--- config.mk ---
export PLATFORM = sky130hd
export DESIGN_NAME = host_io
export DESIGN_NICKNAME = d
export VERILOG_FILES = /design/src/rtl/host_io_pkg.sv /design/src/rtl/host_io_fifo.sv /design/src/rtl/host_io.sv
export SDC_FILE = /design/constraint.sdc
export NUM_CORES = 1
export LEC_CHECK = 0
export CAP_MARGIN = 20
export CORE_ASPECT_RATIO = 1.25
export CORE_MARGIN = 4
export CORE_UTILIZATION = 45
export CTS_CLUSTER_DIAMETER = 150
export DETAILED_ROUTE_END_ITERATION = 16
export GPL_TIMING_DRIVEN = 0
export PLACE_DENSITY = 0.67
export SYNTH_ARGS = -nofsm -noshare
export SYNTH_HDL_FRONTEND = slang
export SYNTH_SLANG_ARGS = --single-unit
--- constraint.sdc ---
create_clock -name clk -period 7 [get_ports clk]
set_clock_uncertainty 0.2 [all_clocks]
set_input_delay 1.4 -clock clk [delete_from_list [all_inputs] [get_ports clk]]
set_output_delay 1.4 -clock clk [all_outputs]
set_load 0.02 [all_outputs]
--- src/rtl/host_io_pkg.sv ---
// Shared constants for host_io: default bus addresses, status-word layout
// and the watchdog state encoding.
package host_io_pkg;

    localparam logic [31:0] DEFAULT_CONSOLE_ADDR       = 32'h1000_0000;
    localparam logic [31:0] DEFAULT_TOHOST_ADDR        = 32'h1000_1000;
    localparam logic [31:0] DEFAULT_LEGACY_TOHOST_ADDR = 32'h0000_1000;

    // Status word at CONSOLE_ADDR+4: {drop_cnt, 6'b0, timeout, full, level[7:0]}
    localparam int unsigned STAT_LEVEL_LSB   = 0;
    localparam int unsigned STAT_LEVEL_W     = 8;
    localparam int unsigned STAT_FULL_BIT    = 8;
    localparam int unsigned STAT_TIMEOUT_BIT = 9;
    localparam int unsigned STAT_DROP_LSB    = 16;
    localparam int unsigned STAT_DROP_W      = 16;

    typedef enum logic [1:0] {
        WD_RUN     = 2'd0,
        WD_EXITED  = 2'd1,
        WD_EXPIRED = 2'd2
    } wd_state_t;

endpackage

--- src/rtl/host_io_fifo.sv ---
// Console byte FIFO with wrap-around pointers; the extra pointer bit
// separates full from empty. Head entry is presented combinationally.
module host_io_fifo #(
    parameter int unsigned WIDTH = 8,
    parameter int unsigned DEPTH = 16
) (
    input  logic                     clk,
    input  logic                     rstn,
    input  logic                     push,
    input  logic [WIDTH-1:0]         wdata,
    input  logic                     pop,
    output logic [WIDTH-1:0]         rdata,
    output logic                     empty,
    output logic                     full,
    output logic [$clog2(DEPTH):0]   level
);

    localparam int unsigned AW = $clog2(DEPTH);

    logic [WIDTH-1:0] mem [DEPTH];
    logic [AW:0]      wr_ptr;
    logic [AW:0]      rd_ptr;
    logic             do_pop;
    logic             do_push;

    assign empty   = (wr_ptr == rd_ptr);
    assign full    = (wr_ptr[AW] != rd_ptr[AW]) && (wr_ptr[AW-1:0] == rd_ptr[AW-1:0]);
    assign level   = wr_ptr - rd_ptr;
    assign do_pop  = pop && !empty;
    // A pop in the same cycle frees the slot, so a push while full still lands.
    assign do_push = push && (!full || do_pop);

    // Empty reads as zero so con_data is 0 out of reset without clearing storage.
    assign rdata = empty ? '0 : mem[rd_ptr[AW-1:0]];

    always_ff @(posedge clk or negedge rstn) begin
        if (!rstn) begin
            wr_ptr <= '0;
            rd_ptr <= '0;
        end else begin
            if (do_push) wr_ptr <= wr_ptr + 1'b1;
            if (do_pop)  rd_ptr <= rd_ptr + 1'b1;
        end
    end

    always_ff @(posedge clk) begin
        if (do_push) mem[wr_ptr[AW-1:0]] <= wdata;
    end

endmodule

--- src/rtl/host_io.sv ---
// Simulation host I/O block: memory-mapped console FIFO, tohost exit
// register and a cycle watchdog.
module host_io
    import host_io_pkg::*;
#(
    parameter logic [31:0] CONSOLE_ADDR       = DEFAULT_CONSOLE_ADDR,
    parameter logic [31:0] TOHOST_ADDR        = DEFAULT_TOHOST_ADDR,
    parameter logic [31:0] LEGACY_TOHOST_ADDR = DEFAULT_LEGACY_TOHOST_ADDR,
    parameter int unsigned FIFO_DEPTH         = 16,
    parameter int unsigned TIMEOUT_CYCLES     = 500_000
) (
    input  logic        clk,
    input  logic        rstn,
    input  logic        mem_valid,
    input  logic        mem_write,
    input  logic [3:0]  mem_wmask,
    input  logic [31:0] mem_wdata,
    input  logic [31:0] mem_addr,
    output logic [31:0] mem_rdata,
    output logic        con_valid,
    output logic [7:0]  con_data,
    input  logic        con_ready,
    output logic        exit_valid,
    output logic [30:0] exit_code,
    output logic        timeout,
    output logic        halt
);

    localparam int unsigned LW          = $clog2(FIFO_DEPTH) + 1;
    localparam logic [31:0] STATUS_ADDR = CONSOLE_ADDR + 32'd4;
    localparam logic [31:0] WD_LIMIT    = (TIMEOUT_CYCLES == 0) ? '0 : 32'(TIMEOUT_CYCLES - 1);

    logic            push_req;
    logic            pop;
    logic            push_ok;
    logic            fifo_empty;
    logic            fifo_full;
    logic [LW-1:0]   fifo_level;
    logic [15:0]     drop_cnt;
    logic [31:0]     tohost_q;
    logic            tohost_hit;
    logic            tohost_wr;
    logic            exit_set;
    logic            rd_req;
    logic [31:0]     status_word;
    logic [31:0]     rd_value;
    wd_state_t       wd_state;
    logic [31:0]     wd_count;
    logic            unused_bits;

    assign unused_bits = ^mem_wmask[3:1];

    assign push_req   = mem_valid && mem_write && mem_wmask[0] && (mem_addr == CONSOLE_ADDR);
    assign pop        = con_valid && con_ready;
    assign push_ok    = !fifo_full || pop;
    assign tohost_hit = (mem_addr == TOHOST_ADDR) || (mem_addr == LEGACY_TOHOST_ADDR);
    assign tohost_wr  = mem_valid && mem_write && mem_wmask[0] && tohost_hit && !exit_valid;
    assign exit_set   = tohost_wr && mem_wdata[0];
    assign rd_req     = mem_valid && !mem_write;

    assign con_valid  = !fifo_empty;
    assign halt       = exit_valid && fifo_empty;

    host_io_fifo #(
        .WIDTH (8),
        .DEPTH (FIFO_DEPTH)
    ) u_fifo (
        .clk   (clk),
        .rstn  (rstn),
        .push  (push_req),
        .wdata (mem_wdata[7:0]),
        .pop   (pop),
        .rdata (con_data),
        .empty (fifo_empty),
        .full  (fifo_full),
        .level (fifo_level)
    );

    always_comb begin
        status_word = '0;
        status_word[STAT_LEVEL_LSB +: STAT_LEVEL_W] = 8'(fifo_level);
        status_word[STAT_FULL_BIT]                  = fifo_full;
        status_word[STAT_TIMEOUT_BIT]               = timeout;
        status_word[STAT_DROP_LSB +: STAT_DROP_W]   = drop_cnt;
    end

    always_comb begin
        rd_value = '0;
        if (mem_addr == STATUS_ADDR) rd_value = status_word;
        else if (tohost_hit)         rd_value = tohost_q;
    end

    always_ff @(posedge clk or negedge rstn) begin
        if (!rstn) begin
            drop_cnt <= '0;
        end else if (push_req && !push_ok && (drop_cnt != 16'hFFFF)) begin
            drop_cnt <= drop_cnt + 16'd1;
        end
    end

    always_ff @(posedge clk or negedge rstn) begin
        if (!rstn) begin
            tohost_q   <= '0;
            exit_valid <= 1'b0;
            exit_code  <= '0;
        end else if (tohost_wr) begin
            tohost_q <= mem_wdata;
            if (mem_wdata[0]) begin
                exit_valid <= 1'b1;
                exit_code  <= mem_wdata[31:1];
            end
        end
    end

    always_ff @(posedge clk or negedge rstn) begin
        if (!rstn) begin
            mem_rdata <= '0;
        end else if (rd_req) begin
            mem_rdata <= rd_value;
        end
    end

    // Exit is tested ahead of the limit so a coincident exit wins over expiry.
    always_ff @(posedge clk or negedge rstn) begin
        if (!rstn) begin
            wd_state <= WD_RUN;
            wd_count <= '0;
            timeout  <= 1'b0;
        end else begin
            case (wd_state)
                WD_RUN: begin
                    if (exit_set) begin
                        wd_state <= WD_EXITED;
                    end else if ((TIMEOUT_CYCLES != 0) && (wd_count == WD_LIMIT)) begin
                        wd_state <= WD_EXPIRED;
                        timeout  <= 1'b1;
                    end else begin
                        wd_count <= wd_count + 32'd1;
                    end
                end
                WD_EXITED:  wd_state <= WD_EXITED;
                WD_EXPIRED: wd_state <= WD_EXPIRED;
                default:    wd_state <= WD_RUN;
            endcase
        end
    end

endmodule

# == Yosys cells after proc, flatten, opt, wreduce, memory -nomap -nowiden ==
# Memory sizes are Yosys's and may differ from the RTL's.
# Index checks and enable logic that the tools add are counted.
# totals
reg_bits,157
latchBits,0
ramBits,128
rom_bits,0
input_bits,73
output_inout_bits,75
wordCells,64
memories,1
# memory_table
name,words,word_bits,rd,rd_clocked_by_memory_dff,wr,line,rtl
u_fifo.mem,16,8,1,0,1,host_io_fifo.sv:20,logic [WIDTH-1:0] mem [DEPTH];
# classes
n_addsub,5
multipliers,0
div,0
n_lt_le_gt_ge,0
eq_ne,12
shift,0
mux,8
bitwise_logic,2
reduce_logical,26
# ops
cell,count
equality test 32 x 29 -> 1 bit (second input constant),3
two-way mux 32 bit,2
adder 32 x 1 -> 32 bit (second input constant),1
equality test 32 x 13 -> 1 bit (second input constant),1
equality test 32 x 19 -> 1 bit (second input constant),1
adder 16 x 1 -> 16 bit (second input constant),1
!= test 16 bit (second input constant),1
logical AND 1 bit,14
adder 5 x 1 -> 5 bit (second input constant),2
two-way mux 8 bit,1
one-hot mux 2 bit (3 select lines),1
AND reduction 3 bit,2
equality test 5 bit,1
logical NOT 1 bit,5
subtractor 5 bit,1
equality test 4 bit,1
two-way mux 2 bit,2
logical OR 1 bit,3
!= test 3 bit (second input constant),1
equality test 2 x 1 -> 1 bit (second input constant),1
equality test 2 bit (second input constant),1
logical NOT 2 bit,1
two-way mux 1 bit,2
NOT 1 bit,2
2 further kinds,2

# == Depth between registers and ports, before layout ==
# logic_depth
depth_word,8
depth_mapped,10
ltp_nobuf,8

# == Cells and area by module ==
# A second synthesis with hierarchy kept.
# hier_totals
hier_cells,797
hier_area_um2,12079.1
# by_module_without_submodules
mod,n_inst,cells_per_inst,area_per_inst_um2,seq_area_each_um2
host_io,1,518,6379.9,3678.5
host_io_fifo,1,279,5699.2,4093.9

# == Worst setup path before layout ==
# No wires, ideal clock.
# synth_timing
path_kind,register to output
start,register u_fifo.rd_ptr[0]
end,output port con_data[0]
t_arrival_ns,2.168
required_ns,5.400
slack_ns,3.232
stages_incl_launch_ff,6
n_path_buf,2
path_cell_list,dfrtp_1 -> clkbuf_1 -> buf_2 -> mux4_2 -> mux4_2 -> nor2b_1
# synth_via
elab_chain_len,2
elab_cells_between_ends,3
classes_between,eq/ne (1); mux (1); memory (1)
# synth_lines
item,line,rtl
from (decl),host_io_fifo.sv:22,logic [AW:0] rd_ptr;
from (signal assigned),host_io_fifo.sv:42,if (do_pop) rd_ptr <= rd_ptr + 1'b1;
memory (16 x 8 bit) or equality test 5 bit (tied branches),--,
two-way mux 8 bit (*),host_io_fifo.sv:34,assign rdata = empty ? '0 : mem[rd_ptr[AW-1:0]];
to (decl),host_io.sv:21,"output logic [7:0] con_data,"
# Every way passes the cells marked *; elsewhere a longest branch is shown, timed or not.

# == Final worst setup path ==
# layout_timing
start,register u_fifo.rd_ptr[1]
end,output port halt
# layout_via
elab_chain_len,2
# layout_lines
item,line,rtl
equality test 5 bit,host_io_fifo.sv:26,assign empty = (wr_ptr == rd_ptr);
logical AND 1 bit,host_io.sv:62,assign halt = exit_valid && fifo_empty;
to (decl),host_io.sv:26,output logic halt
# No other way between the ends.

==> implementation parameters <==
Parameter                              Value

Floorplan
  Area enclosed by the die boundary    0.02923 mm^2
  Horizontal extent of the die    153.7 um
  Row count    66
  Boundary pin count    148
  Core box area    0.02610 mm^2
  Chip Height    190.1 um
  Starting density of the core    0.4577

Detailed routing
  Total number of vias    7136
  Iteration-0 DRC Markers    398
  DRC    0
  Overall routed net length    27240 um
  WL per Instance    20.63 um
  Via-per-instance ratio    5.406
  Antenna-violating nets left    0
  First-pass DRT Iterations    4

Setup path
  Reg2reg end    u_fifo.mem[8][5]$_DFFE_PP_
  Crit path required time    5.40 ns
  Category of the critical setup timing path    register to primary output
  Startpoint of the most critical register-to-register path    u_fifo.rd_ptr[1]$_DFFE_PN0P_
  Origin of the worst setup path    u_fifo.rd_ptr[1]$_DFFE_PN0P_
  Crit path max fanout    10
  Arrival time at the worst endpoint    3.99 ns
  Worst setup EP type    primary output
  Capture point of the worst path    halt
  Flop2flop setup slack    2.86 ns
  Worst reg2reg path depth    9
  Kind of start point of the critical path    register

Outcome
  Outcome    finished clean

Min path
  Kind of path behind the tightest hold check    register to register

Logic synthesis
  Number of nets produced by synthesis    868
  Post-synth EDFFs    128
  Async set or reset register ratio after synthesis    0.5509
  Post-synthesis instance total    783
  Cell area after technology mapping    0.01194 mm^2
  Number of synthesized register bits    285
  Share of the yosys chip area belonging to registers    0.6508
  Mapped Avg Cell Area    15.25 um^2
  Yosys Warn Count    0
  Primary flip-flop cell chosen by synthesis mapping    dfrtp_1
  Count of distinct cell types in the synthesized netlist    47

Timing
  Final slew viol count    0
  Minimum hold slack    0.2829 ns
  Unrepaired setup endpoints after global routing    false
  Least setup slack across all paths after layout    1.410 ns
  Period minus WS final    5.590 ns
  Finish-stage setup viols    0
  Final Hold Vio Count    0
  Max transition margin    0.5145
  Final critical-path share of the clock period    0.7985
  Maximum operating frequency    178.9 MHz
  Worst-margin pin slew    0.7260 ns

Global routing
  Global routing usage summed across all routing layers    0.1883
  Pin count of the biggest net entering global routing    89
  Antenna violations before repair    0
  Vias in the first global route    7625
  Wire length of the first global-routing pass    43260 um
  Remaining global-route overflow    0

Place
  Count of buffers inserted at the top-level ports    144
  Routability cong.    0.8480
  Post-Place Worst Slack    1.953 ns
  Instance area after placement    0.01384 mm^2
  Post-DP HPWL    19100 um

Finish
  Area growth syn-to-layout    23.21%
  Final cell area excluding filler cells    0.01471 mm^2
  Final net count    1043
  Fraction of layout cells with a size suffix above 1    0.1786
  Final Core Density    0.5639
  Diode insertion count for antenna repair    0

Clock network
  Number of clock sinks    285
  Hold buffer count at CTS    0
  CTS tree    done
  Setup Fix Bufs, Post-CTS    0
  Number of gates resized after cts    0
  Clock slew seen by the registers of the worst setup and hold paths    0.06 ns
  Clock buffer depth    3
  Number of buffers inserted during clock tree synthesis    28
  Clock latency on the worst-skew pair    0.54 ns
  Clk root buf    clkbuf_16
  Maximum level of the CTS H-tree    1

Power
  Leakage Power    5.765 nW
  Max IR drop VDD    273.8 uV
  Power density of the placed cells    272.5 mW/mm^2
  Total power    4.010 mW

Job
  Max Cap Violations    0
## cell families after synthesis
kind of cell	after synthesis	share of synthesized area
buf+inv	69	0.02504
mux	104	0.1358
simple gates	188	0.09387
xor+xnor	59	0.04327
fa+ha+maj	12	0.01320
compound gates	66	0.03803
flops	285	0.6508
## sequential cells by signal, summed over array words and instances (netlist names)
signal         flops
mem_rdata         32
drop_cnt          16
u_fifo.mem       128
exit_valid         1
exit_code         31
tohost_q          32
timeout            1
wd_count          32
wd_state           2
u_fifo.wr_ptr      5
u_fifo.rd_ptr      5
## cells in the final DEF, fill, tap and decap left out, drive strengths merged, types with 23 or more instances in the layout
master / Yosys / routed
a22oi: 23 / 23
and3: 23 / 23
clkbuf: 20 / 61
clkdlybuf4s50: 0 / 143
dfrtp: 157 / 157
edfxtp: 128 / 128
inv: 31 / 32
mux2: 64 / 64
mux4: 40 / 40
nor4: 30 / 30
o21ai: 25 / 25
xnor2: 26 / 26
xor2: 33 / 33
## synth_stat cells (2+ instances only)
cell      count  share of area
a21o_1        3         0.0019
a21oi_1       2        0.00084
a22o_1        9         0.0066
a22oi_1      23          0.014
and2_1        8         0.0042
and3_1       23          0.012
and4_1        5         0.0037
buf_1         2        0.00063
buf_2        11         0.0046
buf_4         3         0.0019
buf_6         2         0.0019
clkbuf_1     20         0.0063
dfrtp_1     157           0.33
edfxtp_1    128           0.32
ha_1         11          0.012
inv_1        30         0.0094
mux2_2       64          0.060
mux4_2       40          0.075
nand2_1      22         0.0069
nand2b_1      3         0.0016
nand3_1      17         0.0071
nand3b_1      2         0.0013
nand4_1      20          0.010
nand4b_1      2         0.0015
nor2_1       14         0.0044
nor2b_1      13         0.0068
nor3_1       13         0.0054
nor3b_1       2         0.0013
nor4_1       27          0.014
nor4_2        3         0.0031
nor4b_1       5         0.0037
o21ai_0       5         0.0021
o21ai_1      20         0.0084
or2_2         3         0.0016
or3_1         2         0.0010
xnor2_1      26          0.019
xor2_1       33          0.024
## layout make-up
type / instances / area [um^2]
Timing Repair Buffer: 145 / 1474
Clock buffer: 41 / 810.8
Sequential cell: 285 / 7772
Multi-Input combinational cell: 429 / 3871
Inverter: 31 / 116.4
Buffer: 38 / 182.7
Clock inverter: 11 / 61.31
Fill cell: 2146 / 11380
Tap cell: 340 / 425.4
## worst min-delay path by stage
| stage | start | endpoint | depth (start not counted) |
|---|---|---|---|
| 5_1_grt | wd_count[31]$_DFFE_PN0P_ | wd_count[31]$_DFFE_PN0P_ | 1 |
| 3_3_place_gp | tohost_q[0]$_DFFE_PN0P_ | tohost_q[0]$_DFFE_PN0P_ | 1 |
| 6_report | tohost_q[13]$_DFFE_PN0P_ | mem_rdata[13]$_DFFE_PN0P_ | 1 |
| 2_1_floorplan | wd_count[31]$_DFFE_PN0P_ | wd_count[31]$_DFFE_PN0P_ | 1 |
| 4_1_cts | wd_count[31]$_DFFE_PN0P_ | wd_count[31]$_DFFE_PN0P_ | 1 |
| 3_5_place_dp | wd_count[31]$_DFFE_PN0P_ | wd_count[31]$_DFFE_PN0P_ | 1 |
## report_power, final
part	switching (mW)	internal (mW)
registers	0.0176	1.77
logic	0.387	0.414
clock network	0.622	0.803
total	1.03	2.98
## worst max-delay path, stage by stage (launching register included)
cell and delay [ns]:
dfrtp_1 0.41, clkbuf_1 0.40, buf_1 0.55, inv_1 0.15, ha_1 0.34, nand4_1 0.13, nor2_1 0.15, clkbuf_1 0.50
and2_1 0.21, clkdlybuf4s50_1 0.61
## per-stage QoR
| stage | cells | setup TNS (ns) |
|---|---|---|
| final | 1320 | 0 |
| after global routing | 1320 | 0 |
| after CTS | 1320 | 0 |
| after detailed placement | 1268 | 0 |
| after global placement | 1267 | -346.26 |
| after floorplan | 783 | 0 |
## routing by layer
| metal | global-route usage | vias to the layer above | share of wire |
|---|---|---|---|
| li1 | - | 3304 | - |
| met1 | 0.2387 | 3593 | 0.40 |
| met2 | 0.3330 | 197 | 0.51 |
| met3 | 0.03868 | 42 | 0.065 |
| met4 | 0.04689 | 0 | 0.020 |
| met5 | 0 | - | 0 |
No activity file was read; power rests on OpenSTA's default activity.
